**src/rtl/vga_layers_pkg.sv**
```systemverilog
// Shared types and helpers for the VGA layer drawing path.
package vga_layers_pkg;

    localparam int unsigned NUM_LAYERS = 4;

    typedef logic [1:0] layer_idx_t;
    typedef layer_idx_t [NUM_LAYERS-1:0] prio_order_t;

    // An order is legal when every layer index appears in exactly one slot.
    function automatic logic is_permutation(input prio_order_t order);
        logic [NUM_LAYERS-1:0] seen;
        seen = '0;
        for (int unsigned k = 0; k < NUM_LAYERS; k++) begin
            seen[order[k[1:0]]] = 1'b1;
        end
        return &seen;
    endfunction

endpackage

```
**src/rtl/blink_frame_counter.sv**
```systemverilog
// Counts frames and toggles blinkPhase every BLINK_FRAMES frames.
module blink_frame_counter #(
    parameter int unsigned BLINK_FRAMES = 30
) (
    input  logic clk,
    input  logic resetN,
    input  logic startOfFrame,
    output logic blinkPhase
);

    localparam logic [7:0] LAST_COUNT = 8'(BLINK_FRAMES - 1);

    logic [7:0] cnt_q, cnt_d;
    logic       phase_q, phase_d;

    always_comb begin
        cnt_d   = cnt_q;
        phase_d = phase_q;
        if (startOfFrame) begin
            if (cnt_q == LAST_COUNT) begin
                cnt_d   = '0;
                phase_d = ~phase_q;
            end else begin
                cnt_d = cnt_q + 8'd1;
            end
        end
    end

    always_ff @(posedge clk) begin
        if (!resetN) begin
            cnt_q   <= '0;
            phase_q <= 1'b0;
        end else begin
            cnt_q   <= cnt_d;
            phase_q <= phase_d;
        end
    end

    assign blinkPhase = phase_q;

endmodule

```
**src/rtl/layer_priority_scheduler.sv**
```systemverilog
// Four-layer pixel arbiter with frame-synchronous priority/blink configuration
// and a per-frame collision flag between two chosen layers.
module layer_priority_scheduler
    import vga_layers_pkg::*;
#(
    parameter logic [7:0]  DEFAULT_ORDER = 8'b11_10_01_00,
    parameter int unsigned BLINK_FRAMES  = 30,
    parameter logic [7:0]  BG_RGB        = 8'hFF,
    parameter layer_idx_t  COLL_A        = 2'd0,
    parameter layer_idx_t  COLL_B        = 2'd1
) (
    input  logic       clk,
    input  logic       resetN,
    input  logic       startOfFrame,
    input  logic       drawRequest1,
    input  logic       drawRequest2,
    input  logic       drawRequest3,
    input  logic       drawRequest4,
    input  logic [7:0] RGB1,
    input  logic [7:0] RGB2,
    input  logic [7:0] RGB3,
    input  logic [7:0] RGB4,
    input  logic       cfgValid,
    input  logic [7:0] cfgOrder,
    input  logic [3:0] cfgBlinkMask,
    output logic       cfgReady,
    output logic       cfgError,
    output logic       drawRequestOut,
    output logic [7:0] RGBOut,
    output logic [1:0] winnerLayer,
    output logic       collision
);

    localparam logic [0:0] ST_IDLE    = 1'b0;
    localparam logic [0:0] ST_PENDING = 1'b1;

    logic [0:0]  state_q, state_d;
    prio_order_t order_q, order_d, pend_order_q, pend_order_d;
    logic [3:0]  mask_q, mask_d, pend_mask_q, pend_mask_d;
    logic        sticky_q, sticky_d, coll_q, coll_d;
    logic        dro_q, dro_d, err_q, err_d, rdy_q, rdy_d;
    logic [7:0]  rgb_q, rgb_d;
    layer_idx_t  win_q, win_d;

    logic                  blink_phase;
    logic [NUM_LAYERS-1:0] req, visible;
    logic [7:0]            rgb_arr [NUM_LAYERS];
    logic                  found;

    blink_frame_counter #(.BLINK_FRAMES(BLINK_FRAMES)) u_blink (
        .clk         (clk),
        .resetN      (resetN),
        .startOfFrame(startOfFrame),
        .blinkPhase  (blink_phase)
    );

    assign req        = {drawRequest4, drawRequest3, drawRequest2, drawRequest1};
    assign rgb_arr[0] = RGB1;
    assign rgb_arr[1] = RGB2;
    assign rgb_arr[2] = RGB3;
    assign rgb_arr[3] = RGB4;
    assign visible    = req & ~(mask_q & {NUM_LAYERS{blink_phase}});

    always_comb begin
        found = 1'b0;
        dro_d = 1'b0;
        rgb_d = BG_RGB;
        win_d = win_q;
        for (int unsigned k = 0; k < NUM_LAYERS; k++) begin
            if (!found && visible[order_q[k[1:0]]]) begin
                found = 1'b1;
                dro_d = 1'b1;
                rgb_d = rgb_arr[order_q[k[1:0]]];
                win_d = order_q[k[1:0]];
            end
        end
    end

    // A config accepted in a startOfFrame cycle waits for the following frame.
    always_comb begin
        state_d      = state_q;
        order_d      = order_q;
        mask_d       = mask_q;
        pend_order_d = pend_order_q;
        pend_mask_d  = pend_mask_q;
        err_d        = 1'b0;
        if (state_q == ST_IDLE) begin
            if (cfgValid) begin
                if (is_permutation(prio_order_t'(cfgOrder))) begin
                    pend_order_d = prio_order_t'(cfgOrder);
                    pend_mask_d  = cfgBlinkMask;
                    state_d      = ST_PENDING;
                end else begin
                    err_d = 1'b1;
                end
            end
        end else if (startOfFrame) begin
            order_d = pend_order_q;
            mask_d  = pend_mask_q;
            state_d = ST_IDLE;
        end
        rdy_d = (state_d == ST_IDLE);
    end

    always_comb begin
        sticky_d = sticky_q | (req[COLL_A] & req[COLL_B]);
        coll_d   = coll_q;
        if (startOfFrame) begin
            coll_d   = sticky_d;
            sticky_d = 1'b0;
        end
    end

    always_ff @(posedge clk) begin
        if (!resetN) begin
            state_q      <= ST_IDLE;
            order_q      <= prio_order_t'(DEFAULT_ORDER);
            mask_q       <= '0;
            pend_order_q <= '0;
            pend_mask_q  <= '0;
            sticky_q     <= 1'b0;
            coll_q       <= 1'b0;
            dro_q        <= 1'b0;
            rgb_q        <= BG_RGB;
            win_q        <= '0;
            err_q        <= 1'b0;
            rdy_q        <= 1'b1;
        end else begin
            state_q      <= state_d;
            order_q      <= order_d;
            mask_q       <= mask_d;
            pend_order_q <= pend_order_d;
            pend_mask_q  <= pend_mask_d;
            sticky_q     <= sticky_d;
            coll_q       <= coll_d;
            dro_q        <= dro_d;
            rgb_q        <= rgb_d;
            win_q        <= win_d;
            err_q        <= err_d;
            rdy_q        <= rdy_d;
        end
    end

    assign cfgReady       = rdy_q;
    assign cfgError       = err_q;
    assign drawRequestOut = dro_q;
    assign RGBOut         = rgb_q;
    assign winnerLayer    = win_q;
    assign collision      = coll_q;

endmodule

```
**config.mk**
```make
export PLATFORM = sky130hd
export DESIGN_NAME = layer_priority_scheduler
export DESIGN_NICKNAME = d
export VERILOG_FILES = /design/src/rtl/vga_layers_pkg.sv /design/src/rtl/blink_frame_counter.sv /design/src/rtl/layer_priority_scheduler.sv
export SDC_FILE = /design/constraint.sdc
export NUM_CORES = 1
export LEC_CHECK = 0
export CAP_MARGIN = 20
export CORE_MARGIN = 2
export CORE_UTILIZATION = 48
export DETAILED_ROUTE_END_ITERATION = 10
export PLACE_DENSITY = 0.71
export SLEW_MARGIN = 20
export SYNTH_ARGS = -nofsm -noshare
export SYNTH_HDL_FRONTEND = slang
export SYNTH_SLANG_ARGS = --single-unit
```
**constraint.sdc**
```tcl
create_clock -name clk -period 2.1 [get_ports clk]
set_input_delay 0.315 -clock clk [delete_from_list [all_inputs] [get_ports clk]]
set_output_delay 0.315 -clock clk [all_outputs]
set_load 0.02 [all_outputs]
```
==> qor.txt <==
TIMING
------------------------------------------------------------------------------------
Fin crit period .......................................................      1990 ps
Highest attainable clock frequency ....................................      502 MHz
Setup-failing EPs final ...............................................            0
RSZ-0062 raised after global routing ..................................         true
Final Worst Setup Slack ...............................................       108 ps
Max-slew violation count ..............................................            0
Post-Route Hold Slack .................................................       468 ps
Pin slew with the least headroom to its limit .........................       507 ps
Post-route clock period utilization ...................................        0.949
Post-route clock skew .................................................      5.69 ps
Count of final hold-check violations ..................................            0
Normalized max-slew margin ............................................        0.660

SETUP PATH
------------------------------------------------------------------------------------
Kind of critical path ................................................. primary input to flop
Kind of start point of the critical path .............................. primary input
CP Max Fanout .........................................................            6
Crit path arrival time ................................................      2210 ps
Critical path's largest stage delay ...................................       610 ps
Required @ worst endpoint .............................................      2310 ps
Critical-path top delay cell .......................................... sky130_fd_sc_hd__mux4_2
Cells along the critical path ......................................... clkdlybuf4s50_1, a21boi_1, mux4_2, clkbuf_16, a221oi_1, a21oi_1, o311ai_1
Critical Path End Type ................................................         flop

FINAL LAYOUT
------------------------------------------------------------------------------------
Area grow syn2layout ..................................................        34.0%
Number of nets at the end of the flow .................................          505
Final Core Density ....................................................        0.670
Fraction of layout instances using a drive strength above 1 ...........        0.235
Count of antenna diodes in the layout .................................            0
Finished Layout Cells .................................................          548

SYNTH
------------------------------------------------------------------------------------
Proportion of synthesized chip area in sequential cells ...............        0.286
Proportion of netlist area held by the largest area contributor .......        0.286
Net count of the mapped netlist .......................................          411
Flops & latches, synth ................................................           49
Post-Syn Area per Cell ................................................   9.62 sq um
Post-synth EDFFs ......................................................            0
Number of distinct library cells after synthesis ......................           66
Most area-consuming cells after synthesis ............................. sky130_fd_sc_hd__dfxtp_1 (29%), sky130_fd_sc_hd__mux2i_1 (9.3%), sky130_fd_sc_hd__mux4_2 (8.5%), sky130_fd_sc_hd__nand2_1 (4.5%), sky130_fd_sc_hd__nor3_1 (2.3%)
Cell type contributing the most total cell area after synthesis ....... sky130_fd_sc_hd__dfxtp_1
Cells after synthesis .................................................          357
Proportion of synthesized flip-flops having asynchronous set or reset .            0
Netlist Area Pre-Place ................................................   3430 sq um
Leading cell type by number of instances after synthesis .............. sky130_fd_sc_hd__dfxtp_1
Top cell types by occurrence after synthesis .......................... sky130_fd_sc_hd__dfxtp_1 (49), sky130_fd_sc_hd__nand2_1 (41), sky130_fd_sc_hd__mux2i_1 (32)
Most used DFF post-synth .............................................. sky130_fd_sc_hd__dfxtp_1
Yosys synthesis warning count .........................................            0

PLACEMENT
------------------------------------------------------------------------------------
Detailed placement HPWL ...............................................      6.89 mm
Placement Setup Slack .................................................      -666 ps
Total placed cells including tap cells ................................          536
Number of input and output port buffers inserted ......................           65
Routability cong. .....................................................        0.894

FLOORPLAN
------------------------------------------------------------------------------------
# IOs .................................................................           66
Vert. Die Dim .........................................................      88.6 um
Floorplan core area ...................................................   6870 sq um
Number of rows created at floorplan ...................................           30
Die width .............................................................      88.6 um
DIE AREA ..............................................................   7850 sq um
Effective utilization at floorplan ....................................        0.500

GRT
------------------------------------------------------------------------------------
Via count of the first global-routing pass ............................         3237
First-pass GRT wire length ............................................      15.7 mm
Initial antenna violation count .......................................            0
Maximum number of pins on one net before global-route repair ..........           29
Global route total overflow ...........................................            0
Combined global-route utilization of all metal layers .................        0.255

POWER AND IR DROP
------------------------------------------------------------------------------------
Leakage power figure ..................................................      1.85 nW
Final total power .....................................................      2.25 mW
P per Cell Area .......................................................  489 nW/um^2
Worst vdd ir ..........................................................     0.361 mV

CLOCKING
------------------------------------------------------------------------------------
Bufs on Longest Clock Path ............................................            2
Clock Pin Slew Worst Setup and Hold Paths .............................        90 ps
Library cell used as clock root buffer ................................ sky130_fd_sc_hd__clkbuf_8
Clock latency reported for the late side of the worst-skew pair .......       310 ps
Sinks on the clock net ................................................           49
TritonCTS Buffers .....................................................            5
Max H-tree Level ......................................................            2
CTS tree ..............................................................          yes

DRT
------------------------------------------------------------------------------------
Via count .............................................................         3232
Initial DRC count .....................................................          202
Post-detailed-route wirelength per cell ...............................      17.6 um
Router iterations before antenna repair ...............................            5
Number of nets with antenna violations after routing ..................            0
Total wire length .....................................................      9.64 mm
Per-cell via count in the routed design ...............................         5.90
Post-route DRC ........................................................            0

RUN
------------------------------------------------------------------------------------
MaxCap Viol Count .....................................................            0

STATUS
------------------------------------------------------------------------------------
Result of the run ..................................................... complete, no violations

WORST HOLD PATH
------------------------------------------------------------------------------------
HP Class .............................................................. flop to flop

## final cells by class
cell class | instances | area [sq um]
Clock buffer | 6 | 82.6
Fill cell | 569 | 2270
Sequential cell | 49 | 983
Tap cell | 96 | 120
Multi-Input combinational cell | 273 | 2280
Timing Repair Buffer | 114 | 1090
Clock inverter | 2 | 13.8
Inverter | 8 | 30.0
## power by group
group | switching, mW | internal [mW]
registers | 0.0273 | 0.973
logic | 0.294 | 0.354
clock network | 0.331 | 0.268
## timing repair
item | CTS | global route
pin swaps | 1 | 9
hold buffers | 0 | 0
resized for setup | 1 | 15
cloned | 0 | 2
setup endpoints to repair | 16 | 10
setup buffers | 2 | 0
## routing by layer
metal / global-route usage / routed length (um)
met2: 0.416 / 4550
met1: 0.347 / 4250
met4: 0.0689 / 170
met5: 0 / 0
met3: 0.0485 / 668
## worst paths after layout
check | from | to | slack [ps] | depth (start not counted)
worst max-delay path | drawRequest1 | RGBOut[2]$_SDFF_PN1_ | 110 | 7
worst min register to register | pend_order_q[1]$_SDFFE_PN0P_ | order_q[1]$_SDFFE_PN0P_ | 470 | 2
worst max register to register | u_blink.blinkPhase$_SDFFE_PN0P_ | RGBOut[2]$_SDFF_PN1_ | 130 | 6
worst min-delay path | pend_order_q[1]$_SDFFE_PN0P_ | order_q[1]$_SDFFE_PN0P_ | 470 | 2
## through the flow
step           TNS [ps]  area, sq um
2_1_floorplan         0         3430
3_3_place_gp     -10220         4370
3_5_place_dp     -11300         4370
4_1_cts               0         4480
5_1_grt               0         4600
6_report              0         4600
## critical path, delay by kind of cell
| family | cells | cell delay, ps |
|---|---|---|
| AO/OA/AOI/OAI | 4 | 650 |
| buffers and inverters | 2 | 630 |
| multiplexers | 1 | 610 |
## placed cells by master, fill, tap and decap left out, drive strengths merged, types with 12 or more instances in the layout
cell | synthesis | layout
clkdlybuf4s50 | 0 | 62
dfxtp | 49 | 49
buf | 12 | 47
nand2 | 47 | 47
mux2i | 34 | 34
nor3 | 17 | 17
mux4 | 17 | 17
a21boi | 14 | 14
nor2 | 13 | 13
a21oi | 13 | 13
nor2b | 12 | 12
## logic make-up after synthesis
logic type / synth area share
xor gates and xnor gates: 0.0204
AOI/OAI and AO/OA: 0.198
DFF: 0.286
buffers and inverters: 0.0667
muxes: 0.243
and+or+nand+nor: 0.179
adders and majority gates: 0.00729
## registers in the layout, indices dropped and copies added, names as in the netlist
signal and count:
order_q 8, cfgError 1, winnerLayer 2, state_q 1, drawRequestOut 1, u_blink.cnt_q 8, mask_q 4, pend_mask_q 4
u_blink.blinkPhase 1, pend_order_q 8, sticky_q 1, collision 1, RGBOut 8, cfgReady 1
Note: power is estimated with default switching activity, not from simulation.
